### config.mk
export PLATFORM = sky130hd
export DESIGN_NAME = qupls_reglist_seq_flat
export DESIGN_NICKNAME = d
export VERILOG_FILES = /design/src/rtl/qupls_reglist_seq_if.sv /design/src/rtl/qupls_reglist_seq.sv /design/src/flat_wrapper.sv
export SDC_FILE = /design/constraint.sdc
export NUM_CORES = 1
export LEC_CHECK = 0
export CORE_MARGIN = 2
export CORE_UTILIZATION = 40
export DETAILED_ROUTE_END_ITERATION = 10
export PLACE_DENSITY = 0.61
export SYNTH_ARGS = -nofsm -noshare
export SYNTH_HDL_FRONTEND = slang
export SYNTH_SLANG_ARGS = --single-unit
export TNS_END_PERCENT = 1
### constraint.sdc
create_clock -name clk_i -period 27.8 [get_ports clk_i]
set_clock_uncertainty 0.2 [all_clocks]
set_input_delay 6.95 -clock clk_i [delete_from_list [all_inputs] [get_ports clk_i]]
set_output_delay 6.95 -clock clk_i [all_outputs]
set_load 0.02 [all_outputs]
### src/rtl/qupls_reglist_seq_if.sv
// Control/data bundle between the instruction extractor and the register-list sequencer.
interface qupls_reglist_seq_if #(
    parameter int NREG = 64,
    parameter int REGW = 7
);
    logic            en_i;
    logic            abort_i;
    logic            start_i;
    logic [NREG-1:0] mask_i;
    logic [REGW-1:0] base_i;
    logic            rev_i;
    logic            busy_o;
    logic            reglist_active_o;
    logic [REGW-1:0] iRn0_o;
    logic [REGW-1:0] iRn1_o;
    logic [REGW-1:0] iRn2_o;
    logic [REGW-1:0] iRn3_o;
    logic [3:0]      v_o;
    logic [REGW-1:0] regcnt_o;
    logic            done_o;

    modport master (
        output en_i, abort_i, start_i, mask_i, base_i, rev_i,
        input  busy_o, reglist_active_o, iRn0_o, iRn1_o, iRn2_o, iRn3_o, v_o, regcnt_o, done_o
    );

    modport slave (
        input  en_i, abort_i, start_i, mask_i, base_i, rev_i,
        output busy_o, reglist_active_o, iRn0_o, iRn1_o, iRn2_o, iRn3_o, v_o, regcnt_o, done_o
    );
endinterface

### src/rtl/qupls_reglist_seq.sv
// Register-list sequencer: expands a latched register mask into groups of up to four register numbers.
// Define QUPLS_REGLIST_REVERSE_EN to allow rev_i to select highest-index-first order.
module qupls_reglist_seq #(
    parameter int NREG = 64,
    parameter int REGW = 7
) (
    input logic                clk_i,
    input logic                rst_i,
    qupls_reglist_seq_if.slave bus
);
    localparam int IW = (NREG > 1) ? $clog2(NREG) : 1;

    typedef enum logic [1:0] {IDLE, RUN, DONE} state_t;

    state_t          state;
    logic [NREG-1:0] mask_q;
    logic [REGW-1:0] base_q;
    logic [REGW-1:0] cnt_q;
    logic [REGW-1:0] irn_q [4];
    logic [3:0]      v_q;
    logic [REGW-1:0] regcnt_q;
    logic            done_q;

    logic [NREG-1:0] rem;
    logic [3:0]      hit;
    logic [IW-1:0]   idx [4];
    logic [2:0]      pc;
    logic            rev_sel;

`ifdef QUPLS_REGLIST_REVERSE_EN
    logic rev_q;
    assign rev_sel = rev_q;
`else
    logic unused_rev;
    assign unused_rev = bus.rev_i;
    assign rev_sel    = 1'b0;
`endif

    // Each slot scans from the far end so the last hit is the nearest bit in the chosen order.
    always_comb begin
        rem = mask_q;
        hit = '0;
        for (int unsigned k = 0; k < 4; k++) begin
            idx[k] = '0;
            for (int unsigned b = 0; b < NREG; b++) begin
                if (rev_sel) begin
                    if (rem[IW'(b)]) begin
                        hit[k] = 1'b1;
                        idx[k] = IW'(b);
                    end
                end else begin
                    if (rem[IW'(NREG - 1) - IW'(b)]) begin
                        hit[k] = 1'b1;
                        idx[k] = IW'(NREG - 1) - IW'(b);
                    end
                end
            end
            if (hit[k]) rem[idx[k]] = 1'b0;
        end
        pc = 3'(hit[0]) + 3'(hit[1]) + 3'(hit[2]) + 3'(hit[3]);
    end

    always_ff @(posedge clk_i or negedge rst_i) begin
        if (!rst_i) begin
            state    <= IDLE;
            mask_q   <= '0;
            base_q   <= '0;
            cnt_q    <= '0;
            v_q      <= '0;
            regcnt_q <= '0;
            done_q   <= 1'b0;
            for (int unsigned k = 0; k < 4; k++) irn_q[k] <= '0;
`ifdef QUPLS_REGLIST_REVERSE_EN
            rev_q    <= 1'b0;
`endif
        end else if (bus.abort_i) begin
            state    <= IDLE;
            mask_q   <= '0;
            cnt_q    <= '0;
            v_q      <= '0;
            regcnt_q <= '0;
            done_q   <= 1'b0;
            for (int unsigned k = 0; k < 4; k++) irn_q[k] <= '0;
        end else if (bus.en_i) begin
            case (state)
                IDLE: begin
                    v_q      <= '0;
                    regcnt_q <= '0;
                    done_q   <= 1'b0;
                    for (int unsigned k = 0; k < 4; k++) irn_q[k] <= '0;
                    if (bus.start_i) begin
                        mask_q <= bus.mask_i;
                        base_q <= bus.base_i;
                        cnt_q  <= '0;
`ifdef QUPLS_REGLIST_REVERSE_EN
                        rev_q  <= bus.rev_i;
`endif
                        if (bus.mask_i != '0) begin
                            state <= RUN;
                        end else begin
                            state  <= DONE;
                            done_q <= 1'b1;
                        end
                    end
                end
                RUN: begin
                    for (int unsigned k = 0; k < 4; k++)
                        irn_q[k] <= hit[k] ? REGW'(idx[k]) + base_q : '0;
                    v_q      <= hit;
                    regcnt_q <= cnt_q;
                    cnt_q    <= cnt_q + REGW'(pc);
                    mask_q   <= rem;
                    if (rem == '0) begin
                        state  <= DONE;
                        done_q <= 1'b1;
                    end
                end
                DONE: begin
                    state    <= IDLE;
                    v_q      <= '0;
                    regcnt_q <= '0;
                    done_q   <= 1'b0;
                    for (int unsigned k = 0; k < 4; k++) irn_q[k] <= '0;
                end
                default: state <= IDLE;
            endcase
        end
    end

    assign bus.busy_o           = (state != IDLE);
    assign bus.reglist_active_o = (state != IDLE);
    assign bus.iRn0_o           = irn_q[0];
    assign bus.iRn1_o           = irn_q[1];
    assign bus.iRn2_o           = irn_q[2];
    assign bus.iRn3_o           = irn_q[3];
    assign bus.v_o              = v_q;
    assign bus.regcnt_o         = regcnt_q;
    assign bus.done_o           = done_q;
endmodule
### src/flat_wrapper.sv
// flat-port wrapper written by rule: the top's interface ports become plain ports
module qupls_reglist_seq_flat 
#(
    parameter int NREG = 64,
    parameter int REGW = 7
)
  (clk_i, rst_i, bus_en_i, bus_abort_i, bus_start_i, bus_mask_i, bus_base_i, bus_rev_i, bus_busy_o, bus_reglist_active_o, bus_iRn0_o, bus_iRn1_o, bus_iRn2_o, bus_iRn3_o, bus_v_o, bus_regcnt_o, bus_done_o);
  qupls_reglist_seq_if #(.NREG(NREG), .REGW(REGW)) bus_i ();
  input logic clk_i;
  input logic rst_i;
  input wire logic [$bits(bus_i.en_i)-1:0] bus_en_i;
  input wire logic [$bits(bus_i.abort_i)-1:0] bus_abort_i;
  input wire logic [$bits(bus_i.start_i)-1:0] bus_start_i;
  input wire logic [$bits(bus_i.mask_i)-1:0] bus_mask_i;
  input wire logic [$bits(bus_i.base_i)-1:0] bus_base_i;
  input wire logic [$bits(bus_i.rev_i)-1:0] bus_rev_i;
  output wire logic [$bits(bus_i.busy_o)-1:0] bus_busy_o;
  output wire logic [$bits(bus_i.reglist_active_o)-1:0] bus_reglist_active_o;
  output wire logic [$bits(bus_i.iRn0_o)-1:0] bus_iRn0_o;
  output wire logic [$bits(bus_i.iRn1_o)-1:0] bus_iRn1_o;
  output wire logic [$bits(bus_i.iRn2_o)-1:0] bus_iRn2_o;
  output wire logic [$bits(bus_i.iRn3_o)-1:0] bus_iRn3_o;
  output wire logic [$bits(bus_i.v_o)-1:0] bus_v_o;
  output wire logic [$bits(bus_i.regcnt_o)-1:0] bus_regcnt_o;
  output wire logic [$bits(bus_i.done_o)-1:0] bus_done_o;
  assign bus_i.en_i = bus_en_i;
  assign bus_i.abort_i = bus_abort_i;
  assign bus_i.start_i = bus_start_i;
  assign bus_i.mask_i = bus_mask_i;
  assign bus_i.base_i = bus_base_i;
  assign bus_i.rev_i = bus_rev_i;
  assign bus_busy_o = bus_i.busy_o;
  assign bus_reglist_active_o = bus_i.reglist_active_o;
  assign bus_iRn0_o = bus_i.iRn0_o;
  assign bus_iRn1_o = bus_i.iRn1_o;
  assign bus_iRn2_o = bus_i.iRn2_o;
  assign bus_iRn3_o = bus_i.iRn3_o;
  assign bus_v_o = bus_i.v_o;
  assign bus_regcnt_o = bus_i.regcnt_o;
  assign bus_done_o = bus_i.done_o;
  qupls_reglist_seq #(.NREG(NREG), .REGW(REGW)) u_core (.clk_i(clk_i), .rst_i(rst_i), .bus(bus_i));
endmodule
======== After elaboration in Yosys (flattened, before gate mapping) ========
Index checks and enable logic that the tools add are counted.
cells by class
  shifts and indexed selects .............. 0
  multipliers ............................. 0
  div/mod/pow operators ................... 0
  $lt $le $gt $ge ......................... 8
  eq/ne operators ......................... 4
  bitwise gates (word level) .............. 9
  reductions and logical operators ........ 18
  muxes and demuxes ....................... 557
  add/sub/neg operators ................... 8
operators by type and width
  cell                count
  $mux 6              256
  $mux 64             7
  $mux 1              265
  $and 64x64->64      4
  $not 64->64         4
  $pmux 64 s2         1
  $logic_not 64->1    1
  $reduce_bool 64->1  1
  $mux 7              9
  $mux 28             2
  $pmux 28 s2         1
  $add 6x7->7         4
  $lt 6x7->1 const B  4
  $pmux 7 s2          2
  $demux 1 s6         4
  $ge 6x1->1 const B  4
  $mux 2              5
  $reduce_and 3->1    3
  $mux 4              2
  $pmux 4 s2          1
  $add 7x3->7         1
  $add 3x1->3         2
  $reduce_bool 3->1   2
  $logic_and 1x1->1   4
  other kinds (14)    15
word-level totals
  memory bits (read-only) ................. 0
  memories kept ........................... 0
  memory bits (writable) .................. 0
  register bits ........................... 120
  latch bits .............................. 0

======== Depth between registers and ports, before layout ========
  word-level depth ........................ 289
  gate-level depth with buffers ........... 44
  gate-level depth less buffers ........... 37

======== Worst setup path after synthesis ========
Ideal clock, no wire load.
  kind .................................... register -> register
  start point ............................. reg u_core.mask_q[3]
  end point ............................... reg u_core.irn_q (netlist bit u_core.bus.iRn3_o[6])
  data required time ...................... 27.479 ns
  cell stages (with the launch flop) ...... 38
  data arrival time ....................... 8.767 ns
  path slack .............................. 18.712 ns
  setup time .............................. 0.121 ns
  cells stage by stage .................... dfrtp_1 buf_6 or4_1 clkbuf_2 or4_1 buf_2 nor4_4 o211ai_4 or2_4 or3_4 a31o_1 a211oi_1 o2111a_2 o21a_4 nor4_4 a31oi_1 nor2_1 a221o_1 (+2 left out) a21oi_4 inv_2 o41ai_2 a21boi_1 o2111ai_1 or3_1 o221ai_2 a22o_2 inv_2 buf_2 ha_1 fa_1 a21o_1 a21o_1 a21o_1 a21oi_1 xnor2_1 a22o_1
between the ends
  word-level cells in the longest chain between the ends .. 222
  elaborated cells between the ends (all ways) .. 421
  classes of those cells .................. add/sub: 1; order compare: 6; mux: 405; bitwise: 6; reduce/logical: 3
RTL lines
  element                                                         RTL line                  source
  start, declared                                                 qupls_reglist_seq.sv:16   logic [NREG-1:0] mask_q;
  start signal, assigned                                          qupls_reglist_seq.sv:92   mask_q <= bus.mask_i;
  start signal, assigned                                          qupls_reglist_seq.sv:112  mask_q <= rem;
  $mux 6 (4 in series)                                            qupls_reglist_seq.sv:52   if (rem[IW'(NREG - 1) - IW'(b)]) begin
  $lt 6x7->1 (not written as such) or $ge 6x1->1 (tied branches)  qupls_reglist_seq.sv:58   if (hit[k]) rem[idx[k]] = 1'b0;
  $logic_and 1x1->1 (not written as such)                         qupls_reglist_seq.sv:58
  $mux 1 (not written as such)                                    qupls_reglist_seq.sv:58
  $demux 1 s6                                                     -
  $not 64->64 (no source line)                                    -
  $and 64x64->64 (no source line)                                 -
  $mux 64 *                                                       qupls_reglist_seq.sv:58
  (+140 left out)                                                 -
  $and 64x64->64 (no source line)                                 -
  $mux 64 *                                                       qupls_reglist_seq.sv:58
  $mux 6 (64 in series)                                           qupls_reglist_seq.sv:52
  $add 6x7->7                                                     qupls_reglist_seq.sv:108  irn_q[k] <= hit[k] ? REGW'(idx[k]) + base_q : '0;
  $mux 7 *                                                        qupls_reglist_seq.sv:108
  $pmux 28 s2 *                                                   qupls_reglist_seq.sv:85   case (state)
  $mux 28 *                                                       qupls_reglist_seq.sv:84   end else if (bus.en_i) begin
  $mux 28 *                                                       qupls_reglist_seq.sv:76   end else if (bus.abort_i) begin
  end signal, assigned by index                                   qupls_reglist_seq.sv:108
  end, declared                                                   qupls_reglist_seq.sv:19   logic [REGW-1:0] irn_q [4];
Every way passes the cells marked *; elsewhere a longest branch is shown, timed or not. The select of a mux whose other input is x is not followed.
A chain may end at the register's enable or synchronous reset.

======== Worst setup path in the final report ========
  start point ............................. reg u_core.mask_q[2]
  end point ............................... reg u_core.state[0]
between the ends
  word-level cells in the longest chain between the ends .. 226
  elaborated cells between the ends (all ways) .. 425
  classes of those cells .................. order compare: 8; eq/ne: 1; mux: 402; bitwise: 8; reduce/logical: 6
RTL lines
  element                                                         RTL line                  source
  $mux 6 (3 in series)                                            qupls_reglist_seq.sv:52
  $lt 6x7->1 (not written as such) or $ge 6x1->1 (tied branches)  qupls_reglist_seq.sv:58
  $logic_and 1x1->1 (not written as such)                         qupls_reglist_seq.sv:58
  $mux 1 (not written as such)                                    qupls_reglist_seq.sv:58
  $demux 1 s6                                                     -
  $not 64->64 (no source line)                                    -
  $and 64x64->64 (no source line)                                 -
  $mux 64 *                                                       qupls_reglist_seq.sv:58
  (+208 left out)                                                 -
  $mux 1 (not written as such)                                    qupls_reglist_seq.sv:58
  $demux 1 s6                                                     -
  $not 64->64 (no source line)                                    -
  $and 64x64->64 (no source line)                                 -
  $mux 64 *                                                       qupls_reglist_seq.sv:58
  $logic_not 64->1 *                                              qupls_reglist_seq.sv:113  if (rem == '0) begin
  $ne 3x2->1 (no source line) *                                   -
  $reduce_and 3->1 (no source line) *                             -
  end signal, assigned                                            qupls_reglist_seq.sv:65   state <= IDLE;
  end signal, assigned                                            qupls_reglist_seq.sv:114  state <= DONE;
  end signal, assigned                                            qupls_reglist_seq.sv:119  state <= IDLE;
  end, declared                                                   qupls_reglist_seq.sv:15   state_t state;
Every way passes the cells marked *; elsewhere a longest branch is shown, timed or not.

==> metrics <==
Leak 6.43 nW; Non-Filler Instances 2525; Syn Std Cell Area 15300 µm²; reported max-cap violation count 1; n_diodes 0; Slew Limit Fails 5; CTS Buffer Depth 2; Synth warnings 0; GR Util All Layers 40.6%; Max VDD drop 112 µV; grt ovf 0; # IOs 119; fmax 70.0 MHz; Reg clk slew, reported paths 0.06 ns; initial antenna violation count 2; total wire length 81.0 mm; top cell type's share of synthesized area 19.7%; RSZ-0062 raised after global routing false; failing checks capacitance limit, slew limit; area occupied by multi-input gates 11500 µm²; register area 3000 µm²; Setup WS post-layout 13.52 ns; Worst Hold Depth 1; Synth Flop Type dfrtp_1; endpoint class of the critical path flip-flop; layout cells sized above 1 10.7%; Sink Count 120; arrival time worst endpoint 14.37 ns; slew at the pin closest to its max-slew limit 1.55 ns; Die Footprint 39700 µm²; setup TNS 0 ns; cell taking the most area after synthesis dfrtp_1; Finished Cell Area 17300 µm²; Worst EP required 27.89 ns; Tmin final 14.28 ns; pre-CTS setup slack 14.32 ns; Clock Tree Root clkbuf_16; Core Box Area 37600 µm²; final setup vio count 0; dpl cells 2493; CP max stage cell o31ai_1; EDFF count, synth 0; Post-Syn Instances 1957; Initial Util 40.6%; Startpoint Class flip-flop; TritonCTS clock tree done; largest net degree at the start of global routing 80; Post-DP Area 16700 µm²; port buffer count 117; register area share after synthesis 19.7%; status complete, but fails checks; vias in the first global route 17100; fillers 3811; Post-CTS Hold Buffers 0; crit-path max cell delay 1.02 ns; Die Wd 199 µm; # resized after CTS 0; TritonCTS Buffers 17; Min Hold Slack 0.271 ns; DR vias 18300; TritonRoute pass-1 iters 9; Die Y 199 µm; most area-consuming cells after synthesis dfrtp_1 (20%), o21ai_0 (4.5%), nand2_1 (4.4%); r2r startpoint u_core.mask_q[2]; Placer Congestion 1.08; Worst Hold Launch u_core.bus.v_o[0]; Fin. Hold Viols 0; clk_lat worst skew 0.44 ns; post-synthesis async set-or-reset flop share 100%; post-route clock period utilization 51.4%; Hold EP u_core.bus.v_o[0]; number of synthesized register bits 120; Antenna Violating Nets Remaining 0; slew margin rel. -4.68%; Detailed Place HPWL 65.5 mm; Max FO, Critical Path 38; routed len/inst 32.1 µm; area growth from synthesis to layout 13.6%; drt first-iter violations 2604; # DRC 0; Yosys cell types 133; reg2reg path depth 32; CTS H-tree depth 4; # rows 71; WS Path Type flip-flop to flip-flop; nets 2113; syn_area_per_cell 7.80 µm²; most common cell in the netlist nand2_1; synth cell count leaders nand2_1 (180), o21ai_0 (136), nor2_1 (125), dfrtp_1 (120), a21oi_1 (106); Mapped Nets 2069; power density over the cells 139 nW/µm²; first-pass GRT wire length 117 mm; vias per cell 7.26; Hold WC Path Type flip-flop to flip-flop; reg2reg end u_core.state[0]; r2r setup slk 13.52 ns; setup bufs post-CTS 0
==> stage by stage <==
step,total power [mW],utilization (%)
after floorplan,1.54,-
after global placement,2.07,44.4
after detailed placement,2.07,44.4
after CTS,2.33,46.2
after global routing,2.51,46.2
final,2.41,46.2
==> cell usage in the layout (no fill, tap or decap), types with 33 or more instances in the layout <==
master | synthesis | routed
nor4_1 | 64 | 64
dfrtp_1 | 120 | 120
a22o_1 | 39 | 39
inv_1 | 52 | 52
nor2_1 | 125 | 125
clkdlybuf4s50_1 | 0 | 116
a21o_1 | 41 | 41
o21ai_0 | 136 | 135
nand2_1 | 180 | 180
a31oi_1 | 100 | 100
nand3_1 | 35 | 35
nand4_1 | 33 | 33
a21oi_1 | 106 | 104
nor3_1 | 47 | 46
mux2i_1 | 58 | 58
==> critical path, delay by kind of cell (launching register included) <==
| family | cells | cell delay [ns] |
|---|---|---|
| DFF | 1 | 0.55 |
| and+or+nand+nor | 13 | 5.18 |
| buffers and inverters | 4 | 1.73 |
| AOI/OAI and AO/OA | 15 | 6.39 |
==> sequential cells by signal, indices dropped and copies added, names as in the netlist <==
register	cells
u_core.bus.done_o	1
u_core.bus.iRn2_o	7
u_core.base_q	7
u_core.cnt_q	7
u_core.bus.v_o	4
u_core.bus.iRn1_o	7
u_core.state	2
u_core.bus.iRn3_o	7
u_core.bus.regcnt_o	7
u_core.mask_q	64
u_core.bus.iRn0_o	7
==> where the power goes <==
part           internal [mW]  switching, mW  total, mW
sequential             0.217         0.0878      0.304
combinational          0.536           1.32       1.86
clock                  0.167         0.0834      0.251
total                  0.920           1.49       2.41
==> final cells by class <==
| class | count | area share, % |
|---|---|---|
| Clock buffer | 19 | 2.50 |
| Clock inverter | 13 | 1.30 |
| Inverter | 61 | 1.33 |
| Multi-Input combinational cell | 1659 | 66.0 |
| Sequential cell | 120 | 17.3 |
| Tap cell | 511 | 3.69 |
| Timing Repair Buffer | 142 | 7.82 |
==> worst max path at each step <==
stage	start	end	depth (start not counted)
CTS	u_core.mask_q[2]	u_core.state[0]	32
finish	u_core.mask_q[2]	u_core.state[0]	32
floorplan	u_core.mask_q[3]	u_core.bus.iRn3_o[6]	37
global placement	u_core.mask_q[2]	u_core.state[0]	32
global route	u_core.mask_q[2]	u_core.state[0]	32
detailed placement	u_core.mask_q[2]	u_core.state[0]	32
==> cells by family (layout without fill, tap and decap cells) <==
family / Yosys count / in the layout / share of synthesized area, %
compound gates: 834 / 834 / 40.8
xor+xnor: 26 / 26 / 1.49
fa+ha+maj: 37 / 37 / 3.25
buf+inv: 178 / 235 / 5.53
flops: 120 / 120 / 19.7
mux: 67 / 67 / 4.47
simple gates: 695 / 695 / 24.8
==> metal layers <==
layer  part of all wire (%)  up-vias  track usage [%]  wire, µm
li1                       -     7871                -         -
met1                     40     8809             51.4     32200
met2                     42     1319             62.0     34100
met3                     11      320             10.1      8520
met4                    7.5        6             24.7      6090
met5                   0.14        -             1.53       113
Note: power is estimated with default switching activity, not from simulation.
